[config.mk]
export PLATFORM = sky130hd
export DESIGN_NAME = alu_sequencer_flat
export DESIGN_NICKNAME = d
export VERILOG_FILES = /design/src/rtl/alu_sequencer_if.sv /design/src/rtl/alu_sequencer.sv /design/src/flat_wrapper.sv
export SDC_FILE = /design/constraint.sdc
export NUM_CORES = 1
export LEC_CHECK = 0
export CORE_MARGIN = 5
export CORE_UTILIZATION = 57
export CTS_BUF_LIST = sky130_fd_sc_hd__clkbuf_4 sky130_fd_sc_hd__clkbuf_8
export DETAILED_ROUTE_END_ITERATION = 6
export MAX_ROUTING_LAYER = met4
export PLACE_DENSITY = 0.95
export SYNTH_ARGS = -nofsm -noshare
export SYNTH_HDL_FRONTEND = slang
export SYNTH_SLANG_ARGS = --single-unit
[constraint.sdc]
create_clock -name clock -period 6.5 [get_ports clock]
set_input_delay 1.625 -clock clock [delete_from_list [all_inputs] [get_ports clock]]
set_output_delay 1.625 -clock clock [all_outputs]
set_load 0.005 [all_outputs]
[src/rtl/alu_sequencer_if.sv]
// Request/response and ALU-side signal bundle for alu_sequencer.
// slave = sequencer side, master = requester plus combinational ALU.
interface alu_sequencer_if;
  logic        start;
  logic [4:0]  opcode;
  logic [31:0] Ra;
  logic [31:0] Rb;
  logic        busy;
  logic        done;
  logic [63:0] Rc;
  logic        div_by_zero;
  logic        illegal_op;
  logic [4:0]  alu_opcode;
  logic [31:0] alu_a;
  logic [31:0] alu_b;
  logic [63:0] alu_rc;

  modport slave (
    input  start, opcode, Ra, Rb, alu_rc,
    output busy, done, Rc, div_by_zero, illegal_op, alu_opcode, alu_a, alu_b
  );

  modport master (
    output start, opcode, Ra, Rb, alu_rc,
    input  busy, done, Rc, div_by_zero, illegal_op, alu_opcode, alu_a, alu_b
  );
endinterface

[src/rtl/alu_sequencer.sv]
// Sequences single-cycle ALU ops and 32-step shift-add multiply / restoring
// divide through an external combinational 32-bit ALU.
module alu_sequencer #(
  parameter int unsigned MULDIV_EN = 1
) (
  input  logic          clock,
  input  logic          clear,
  alu_sequencer_if.slave bus
);

  localparam bit MD = (MULDIV_EN != 0);

  localparam logic [4:0] OP_ADD = 5'b00000;
  localparam logic [4:0] OP_SUB = 5'b00001;
  localparam logic [4:0] OP_AND = 5'b00010;
  localparam logic [4:0] OP_OR  = 5'b00011;
  localparam logic [4:0] OP_DIV = 5'b01100;
  localparam logic [4:0] OP_MUL = 5'b01101;
  localparam logic [4:0] OP_NOT = 5'b01111;

  typedef enum logic [2:0] {IDLE, EXEC, MUL, DIV, DONE} state_t;

  state_t      state_reg;
  logic [4:0]  opcode_reg;
  logic [31:0] a_reg;
  logic [31:0] b_reg;
  logic [4:0]  count_reg;
  logic        drain_reg;
  // hi/lo during MUL, rem/quo during DIV
  logic [31:0] hi_reg;
  logic [31:0] lo_reg;
  logic        busy_reg;
  logic        done_reg;
  logic        dz_reg;
  logic        ill_reg;
  logic [63:0] rc_reg;

  function automatic logic is_alu_op(input logic [4:0] op);
    return (op == OP_ADD) || (op == OP_SUB) || (op == OP_AND) ||
           (op == OP_OR)  || (op == OP_NOT);
  endfunction

  logic        start_mul;
  logic        start_div;
  assign start_mul = MD && (bus.opcode == OP_MUL);
  assign start_div = MD && (bus.opcode == OP_DIV) && (bus.Rb != 32'd0);

  // A captured Div only reaches EXEC when its divisor was zero.
  logic        exec_div_zero;
  logic        exec_illegal;
  assign exec_div_zero = MD && (opcode_reg == OP_DIV);
  assign exec_illegal  = !is_alu_op(opcode_reg) && !exec_div_zero;

  logic [31:0] alu_sum;
  logic        unused_alu_hi;
  assign alu_sum       = bus.alu_rc[31:0];
  assign unused_alu_hi = ^bus.alu_rc[63:32];

  // ALU drive is a decode of registered state only.
  logic [4:0]  alu_op_drv;
  logic [31:0] alu_a_drv;
  logic [31:0] alu_b_drv;
  logic [32:0] div_t;
  assign div_t = {hi_reg, lo_reg[31]};

  always_comb begin
    alu_op_drv = OP_ADD;
    alu_a_drv  = 32'd0;
    alu_b_drv  = 32'd0;
    case (state_reg)
      EXEC: begin
        alu_op_drv = opcode_reg;
        alu_a_drv  = a_reg;
        alu_b_drv  = b_reg;
      end
      MUL: begin
        alu_op_drv = OP_ADD;
        alu_a_drv  = hi_reg;
        alu_b_drv  = a_reg;
      end
      DIV: begin
        alu_op_drv = OP_SUB;
        alu_a_drv  = div_t[31:0];
        alu_b_drv  = b_reg;
      end
      default: ;
    endcase
  end

  // Shift-add step; carry recovered from the 32-bit sum's sign bits.
  logic        mul_carry;
  logic [31:0] mul_hi_next;
  logic [31:0] mul_lo_next;

  always_comb begin
    mul_carry = (hi_reg[31] & a_reg[31]) |
                ((hi_reg[31] | a_reg[31]) & ~alu_sum[31]);
    if (lo_reg[0]) begin
      mul_hi_next = {mul_carry, alu_sum[31:1]};
      mul_lo_next = {alu_sum[0], lo_reg[31:1]};
    end else begin
      mul_hi_next = {1'b0, hi_reg[31:1]};
      mul_lo_next = {hi_reg[0], lo_reg[31:1]};
    end
  end

  // Restoring step; ge means the shifted remainder covers the divisor.
  logic        div_ge;
  logic [31:0] div_rem_next;
  logic [31:0] div_quo_next;

  always_comb begin
    div_ge = div_t[32] |
             (div_t[31] & ~b_reg[31]) |
             (~(div_t[31] ^ b_reg[31]) & ~alu_sum[31]);
    div_rem_next = div_ge ? alu_sum : div_t[31:0];
    div_quo_next = {lo_reg[30:0], div_ge};
  end

  always_ff @(posedge clock or negedge clear) begin
    if (!clear) begin
      state_reg  <= IDLE;
      opcode_reg <= 5'd0;
      a_reg      <= 32'd0;
      b_reg      <= 32'd0;
      count_reg  <= 5'd0;
      drain_reg  <= 1'b0;
      hi_reg     <= 32'd0;
      lo_reg     <= 32'd0;
      busy_reg   <= 1'b0;
      done_reg   <= 1'b0;
      dz_reg     <= 1'b0;
      ill_reg    <= 1'b0;
      rc_reg     <= 64'd0;
    end else begin
      case (state_reg)
        IDLE: begin
          if (bus.start) begin
            opcode_reg <= bus.opcode;
            a_reg      <= bus.Ra;
            b_reg      <= bus.Rb;
            busy_reg   <= 1'b1;
            count_reg  <= 5'd0;
            drain_reg  <= 1'b0;
            hi_reg     <= 32'd0;
            if (start_mul) begin
              lo_reg    <= bus.Rb;
              state_reg <= MUL;
            end else if (start_div) begin
              lo_reg    <= bus.Ra;
              state_reg <= DIV;
            end else begin
              state_reg <= EXEC;
            end
          end
        end

        EXEC: begin
          if (exec_illegal) begin
            rc_reg  <= 64'd0;
            ill_reg <= 1'b1;
          end else if (exec_div_zero) begin
            rc_reg <= {a_reg, 32'hFFFF_FFFF};
            dz_reg <= 1'b1;
          end else begin
            rc_reg <= {32'd0, alu_sum};
          end
          done_reg  <= 1'b1;
          state_reg <= DONE;
        end

        MUL: begin
          // One extra cycle after the last step publishes the product.
          if (drain_reg) begin
            rc_reg    <= {hi_reg, lo_reg};
            done_reg  <= 1'b1;
            state_reg <= DONE;
          end else begin
            hi_reg    <= mul_hi_next;
            lo_reg    <= mul_lo_next;
            count_reg <= count_reg + 5'd1;
            if (count_reg == 5'd31) drain_reg <= 1'b1;
          end
        end

        DIV: begin
          if (drain_reg) begin
            rc_reg    <= {hi_reg, lo_reg};
            done_reg  <= 1'b1;
            state_reg <= DONE;
          end else begin
            hi_reg    <= div_rem_next;
            lo_reg    <= div_quo_next;
            count_reg <= count_reg + 5'd1;
            if (count_reg == 5'd31) drain_reg <= 1'b1;
          end
        end

        DONE: begin
          done_reg  <= 1'b0;
          dz_reg    <= 1'b0;
          ill_reg   <= 1'b0;
          busy_reg  <= 1'b0;
          drain_reg <= 1'b0;
          state_reg <= IDLE;
        end

        default: state_reg <= IDLE;
      endcase
    end
  end

  assign bus.busy        = busy_reg;
  assign bus.done        = done_reg;
  assign bus.Rc          = rc_reg;
  assign bus.div_by_zero = dz_reg;
  assign bus.illegal_op  = ill_reg;
  assign bus.alu_opcode  = alu_op_drv;
  assign bus.alu_a       = alu_a_drv;
  assign bus.alu_b       = alu_b_drv;

endmodule

[src/flat_wrapper.sv]
// flat-port wrapper written by rule: the top's interface ports become plain ports
module alu_sequencer_flat 
#(
  parameter int unsigned MULDIV_EN = 1
)
  (clock, clear, bus_start, bus_opcode, bus_Ra, bus_Rb, bus_alu_rc, bus_busy, bus_done, bus_Rc, bus_div_by_zero, bus_illegal_op, bus_alu_opcode, bus_alu_a, bus_alu_b);
  alu_sequencer_if bus_i ();
  input  logic clock;
  input  logic clear;
  input wire logic [$bits(bus_i.start)-1:0] bus_start;
  input wire logic [$bits(bus_i.opcode)-1:0] bus_opcode;
  input wire logic [$bits(bus_i.Ra)-1:0] bus_Ra;
  input wire logic [$bits(bus_i.Rb)-1:0] bus_Rb;
  input wire logic [$bits(bus_i.alu_rc)-1:0] bus_alu_rc;
  output wire logic [$bits(bus_i.busy)-1:0] bus_busy;
  output wire logic [$bits(bus_i.done)-1:0] bus_done;
  output wire logic [$bits(bus_i.Rc)-1:0] bus_Rc;
  output wire logic [$bits(bus_i.div_by_zero)-1:0] bus_div_by_zero;
  output wire logic [$bits(bus_i.illegal_op)-1:0] bus_illegal_op;
  output wire logic [$bits(bus_i.alu_opcode)-1:0] bus_alu_opcode;
  output wire logic [$bits(bus_i.alu_a)-1:0] bus_alu_a;
  output wire logic [$bits(bus_i.alu_b)-1:0] bus_alu_b;
  assign bus_i.start = bus_start;
  assign bus_i.opcode = bus_opcode;
  assign bus_i.Ra = bus_Ra;
  assign bus_i.Rb = bus_Rb;
  assign bus_i.alu_rc = bus_alu_rc;
  assign bus_busy = bus_i.busy;
  assign bus_done = bus_i.done;
  assign bus_Rc = bus_i.Rc;
  assign bus_div_by_zero = bus_i.div_by_zero;
  assign bus_illegal_op = bus_i.illegal_op;
  assign bus_alu_opcode = bus_i.alu_opcode;
  assign bus_alu_a = bus_i.alu_a;
  assign bus_alu_b = bus_i.alu_b;
  alu_sequencer #(.MULDIV_EN(MULDIV_EN)) u_core (.clock(clock), .clear(clear), .bus(bus_i));
endmodule
==> impl_metrics.prom <==
# TYPE chip_impl_metric gauge
chip_impl_metric{name="grt_antenna_before_repair",unit=""} 2
chip_impl_info{name="cts.root.buffer_cell",value="clkbuf_8"} 1
chip_impl_metric{name="number_of_instances_in_the_synthesized_netlist",unit=""} 1280
chip_impl_metric{name="clkSinkCount",unit=""} 210
chip_impl_metric{name="largest_stage_delay_on_the_critical_path",unit="ps"} 990
chip_impl_metric{name="wire_per_inst",unit="um"} 24.3
chip_impl_metric{name="worst-path-stages",unit=""} 4
chip_impl_info{name="timing.critical_path.slowest_stage_cell",value="dfrtp_4"} 1
chip_impl_metric{name="final.fill_count",unit=""} 1476
chip_impl_info{name="crit_path_cell_trace",value="buf_4 > a21oi_1 > a211oi_1 > clkdlybuf4s50_1"} 1
chip_impl_metric{name="fin_tns_setup",unit="ps"} 0
chip_impl_metric{name="initial_core_util",unit="%"} 57.5
chip_impl_metric{name="num-nets-final",unit=""} 1588
chip_impl_metric{name="report.final.hold_viol_count",unit=""} 0
chip_impl_metric{name="clock_tree.buffer_depth",unit=""} 3
chip_impl_metric{name="clk-insertion-delay-late",unit="ps"} 550
chip_impl_metric{name="pin_count",unit=""} 273
chip_impl_info{name="criticalPathCategory",value="register to primary output"} 1
chip_impl_metric{name="sum_of_buffers_and_inverters_on_the_critical_path",unit=""} 2
chip_impl_metric{name="syn_to_final_growth",unit="%"} 25.0
chip_impl_metric{name="post_cts.repair.setup_buffers",unit=""} 0
chip_impl_metric{name="yosys_register_bits",unit=""} 210
chip_impl_metric{name="clk_pin_slew_worst_paths",unit="ps"} 60
chip_impl_metric{name="final_min_period_over_clock_period",unit="%"} 80.7
chip_impl_metric{name="netlist-cell-type-count",unit=""} 58
chip_impl_metric{name="sequential_element_share_of_the_synthesized_area",unit="%"} 42.1
chip_impl_info{name="rsz_0062_raised_after_global_routing",value="no"} 1
chip_impl_info{name="layout_commonest_cell",value="clkdlybuf4s50_1"} 1
chip_impl_metric{name="routabilityCongestion",unit=""} 0.947
chip_impl_metric{name="setup_viol",unit=""} 0
chip_impl_metric{name="worst_slew_pin_slew",unit="ps"} 1230
chip_impl_metric{name="dp_cells",unit=""} 1690
chip_impl_info{name="most-common-layout-cells",value="239 x clkdlybuf4s50_1, 206 x dfrtp_1, 140 x nand2_1, 93 x nand3_1, 72 x o21ai_0"} 1
chip_impl_metric{name="die_width",unit="um"} 158
chip_impl_metric{name="drive_gt1_share",unit="%"} 16.0
chip_impl_metric{name="dpl-instance-area",unit="sq mm"} 0.0148
chip_impl_metric{name="timing.fmax",unit="MHz"} 191
chip_impl_metric{name="synthArstFlopShare",unit="%"} 100
chip_impl_metric{name="worst_slew_margin_rel",unit="%"} 17.5
chip_impl_metric{name="critPathArrivalTime",unit="ps"} 3620
chip_impl_metric{name="die_area",unit="sq mm"} 0.0249
chip_impl_info{name="cpLargestDelayFamily",value="buffers and inverters"} 1
chip_impl_metric{name="drt_drc_violations_left",unit=""} 0
chip_impl_metric{name="via_count_of_the_first_global_routing_pass",unit=""} 11800
chip_impl_metric{name="cts_hold_buf",unit=""} 0
chip_impl_metric{name="syn_avg_cell_area",unit="sq um"} 9.75
chip_impl_metric{name="postCtsResizedCells",unit=""} 0
chip_impl_info{name="tritoncts_clock_tree",value="done"} 1
chip_impl_metric{name="htreeDepth",unit=""} 2
chip_impl_metric{name="dp.final_hpwl",unit="mm"} 27.9
chip_impl_metric{name="postLayoutCoreUtil",unit="%"} 71.9
chip_impl_metric{name="drv_slew",unit=""} 0
chip_impl_metric{name="port_buffers",unit=""} 240
chip_impl_metric{name="avgViaCountPerCell",unit=""} 6.84
chip_impl_metric{name="drtPass1Iterations",unit=""} 7
chip_impl_metric{name="floorplan.core_area",unit="sq mm"} 0.0217
chip_impl_metric{name="layout.cell_area.non_filler",unit="sq mm"} 0.0156
chip_impl_metric{name="cap_viol_max_count",unit=""} 0
chip_impl_metric{name="worstPathMaxFanout",unit=""} 85
chip_impl_metric{name="power.total",unit="mW"} 7.82
chip_impl_metric{name="final_clock_skew",unit="ps"} 32.3
chip_impl_metric{name="detailedRoute.firstIterationViolations",unit=""} 2015
chip_impl_info{name="run_status",value="completed"} 1
chip_impl_metric{name="routed_wl",unit="mm"} 42.8
chip_impl_metric{name="instances_no_fill",unit=""} 1758
chip_impl_metric{name="final_antenna_net_count",unit=""} 0
chip_impl_metric{name="power-per-cell-area",unit="mW/mm^2"} 502
chip_impl_metric{name="critical_path_required",unit="ps"} 4880
chip_impl_info{name="setup.worst_path.start_class",value="register"} 1
chip_impl_metric{name="dr_total_vias",unit=""} 12000
chip_impl_metric{name="worst_hold_path.num_cells",unit=""} 2
chip_impl_metric{name="worst_r2r_path_depth",unit=""} 5
chip_impl_metric{name="die-height",unit="um"} 158
chip_impl_metric{name="static-leakage-power",unit="nW"} 6.16
chip_impl_metric{name="grt_usage",unit="%"} 34.6
chip_impl_metric{name="wire_length_of_the_first_global_routing_pass",unit="mm"} 66.2
chip_impl_metric{name="largest_register_ffs",unit=""} 64
chip_impl_metric{name="period_minus_slack",unit="ps"} 5240
chip_impl_info{name="hold_class",value="register to register"} 1
chip_impl_info{name="ys_dominant_reg_cell",value="dfrtp_1"} 1
chip_impl_metric{name="ir_worst_vdd",unit="mV"} 0.268
chip_impl_metric{name="cts_buffers",unit=""} 37
chip_impl_metric{name="pin_count_of_the_biggest_net_entering_global_routing",unit=""} 109
chip_impl_metric{name="post_synth_edffs",unit=""} 0
chip_impl_metric{name="post_synth_instance_area",unit="sq mm"} 0.0125
chip_impl_info{name="crit_end_element",value="primary output"} 1
chip_impl_metric{name="yosysWarningCount",unit=""} 0
chip_impl_metric{name="overflow",unit=""} 0
chip_impl_metric{name="core.rowCount",unit=""} 54
chip_impl_metric{name="synth_fp_nets",unit=""} 1419
## worst register-to-register path, stage by stage, from the launching register on
cell     delay [ps]
dfrtp_4         990
buf_4           850
nor3b_1         260
o21ai_2         870
buf_4           430
a32o_1          190
## metal layers
metal	up-vias	share of wire (%)	track usage [%]
met4	0	3.9	13.8
li1	5114	-	-
met1	5801	37	45.5
met2	953	46	51.9
met5	-	0	-
met3	163	13	8.45
## cells in the mapped netlist (all sizes together), types with 3 or more instances
cell type | count | area, sq um
and3 | 4 | 26.3
nand3 | 93 | 465
clkbuf | 67 | 251
ha | 3 | 37.5
o211ai | 33 | 398
or2 | 4 | 25.0
o21a | 33 | 248
a22o | 33 | 289
mux2 | 97 | 1170
inv | 9 | 33.8
o21ai | 74 | 374
a31oi | 31 | 194
mux2i | 65 | 651
nand2 | 140 | 526
a21oi | 70 | 350
nor4 | 8 | 56.3
buf | 60 | 377
nor2b | 32 | 200
nand4 | 5 | 31.3
nor3 | 3 | 15.0
dlymetal6s2s | 4 | 50.1
o31ai | 33 | 262
a32o | 31 | 310
a211oi | 60 | 450
nor3b | 3 | 27.5
nor2 | 49 | 184
dfrtp | 210 | 5260
## cell type report
class                   instances  area [sq um]  area share (%)
well taps                     280           350            2.25
repair buffers                262          2580            16.6
clock buffers                  63           773            4.96
diodes                          2          5.00          0.0321
flip-flops and latches        210          5270            33.8
inverters                       9          33.8           0.217
clock inverters                 3          17.5           0.112
multi-input cells             929          6560            42.1
## report_power, final
part | internal, mW | switching [mW] | total, mW
Combinational | 1.93 | 1.93 | 3.86
Sequential | 1.87 | 0.784 | 2.66
Clock | 0.746 | 0.558 | 1.30
Total | 4.55 | 3.27 | 7.82
## stage by stage
step | worst slack (ps) | hold WS, ps
after global routing | 1210 | 501
after detailed placement | 1970 | 467
after global placement | 1990 | 463
after CTS | 1390 | 478
final | 1260 | 478
after floorplan | 3270 | 456
## path summary, 6_finish.rpt
path / endpoint / from / slack [ps]
max in group asynchronous: u_core.state_reg[1]$_DFFE_PN0P_ / clear / 4220
min reg2reg: u_core.bus.Rc[7]$_DFFE_PN0P_ / u_core.bus.Rc[7]$_DFFE_PN0P_ / 480
max: bus_alu_a[13] / u_core.state_reg[0]$_DFFE_PN0P_ / 1260
min: u_core.bus.Rc[7]$_DFFE_PN0P_ / u_core.bus.Rc[7]$_DFFE_PN0P_ / 480
min in group asynchronous: u_core.bus.Rc[41]$_DFFE_PN0P_ / clear / 1200
max reg2reg: u_core.hi_reg[7]$_DFFE_PN0P_ / u_core.state_reg[0]$_DFFE_PN0P_ / 2820
## kinds of logic after synthesis
family                   Yosys count  synth area share, %
multiplexers                     162                 14.6
adder cells (fa/ha/maj)            4                0.381
AO/OA/AOI/OAI                    408                 23.7
buffers and inverters            141                 5.78
flip-flops                       210                 42.1
XOR/XNOR                           1               0.0702
AND/OR/NAND/NOR                  354                 13.3
No activity file was read; power rests on OpenSTA's default activity.
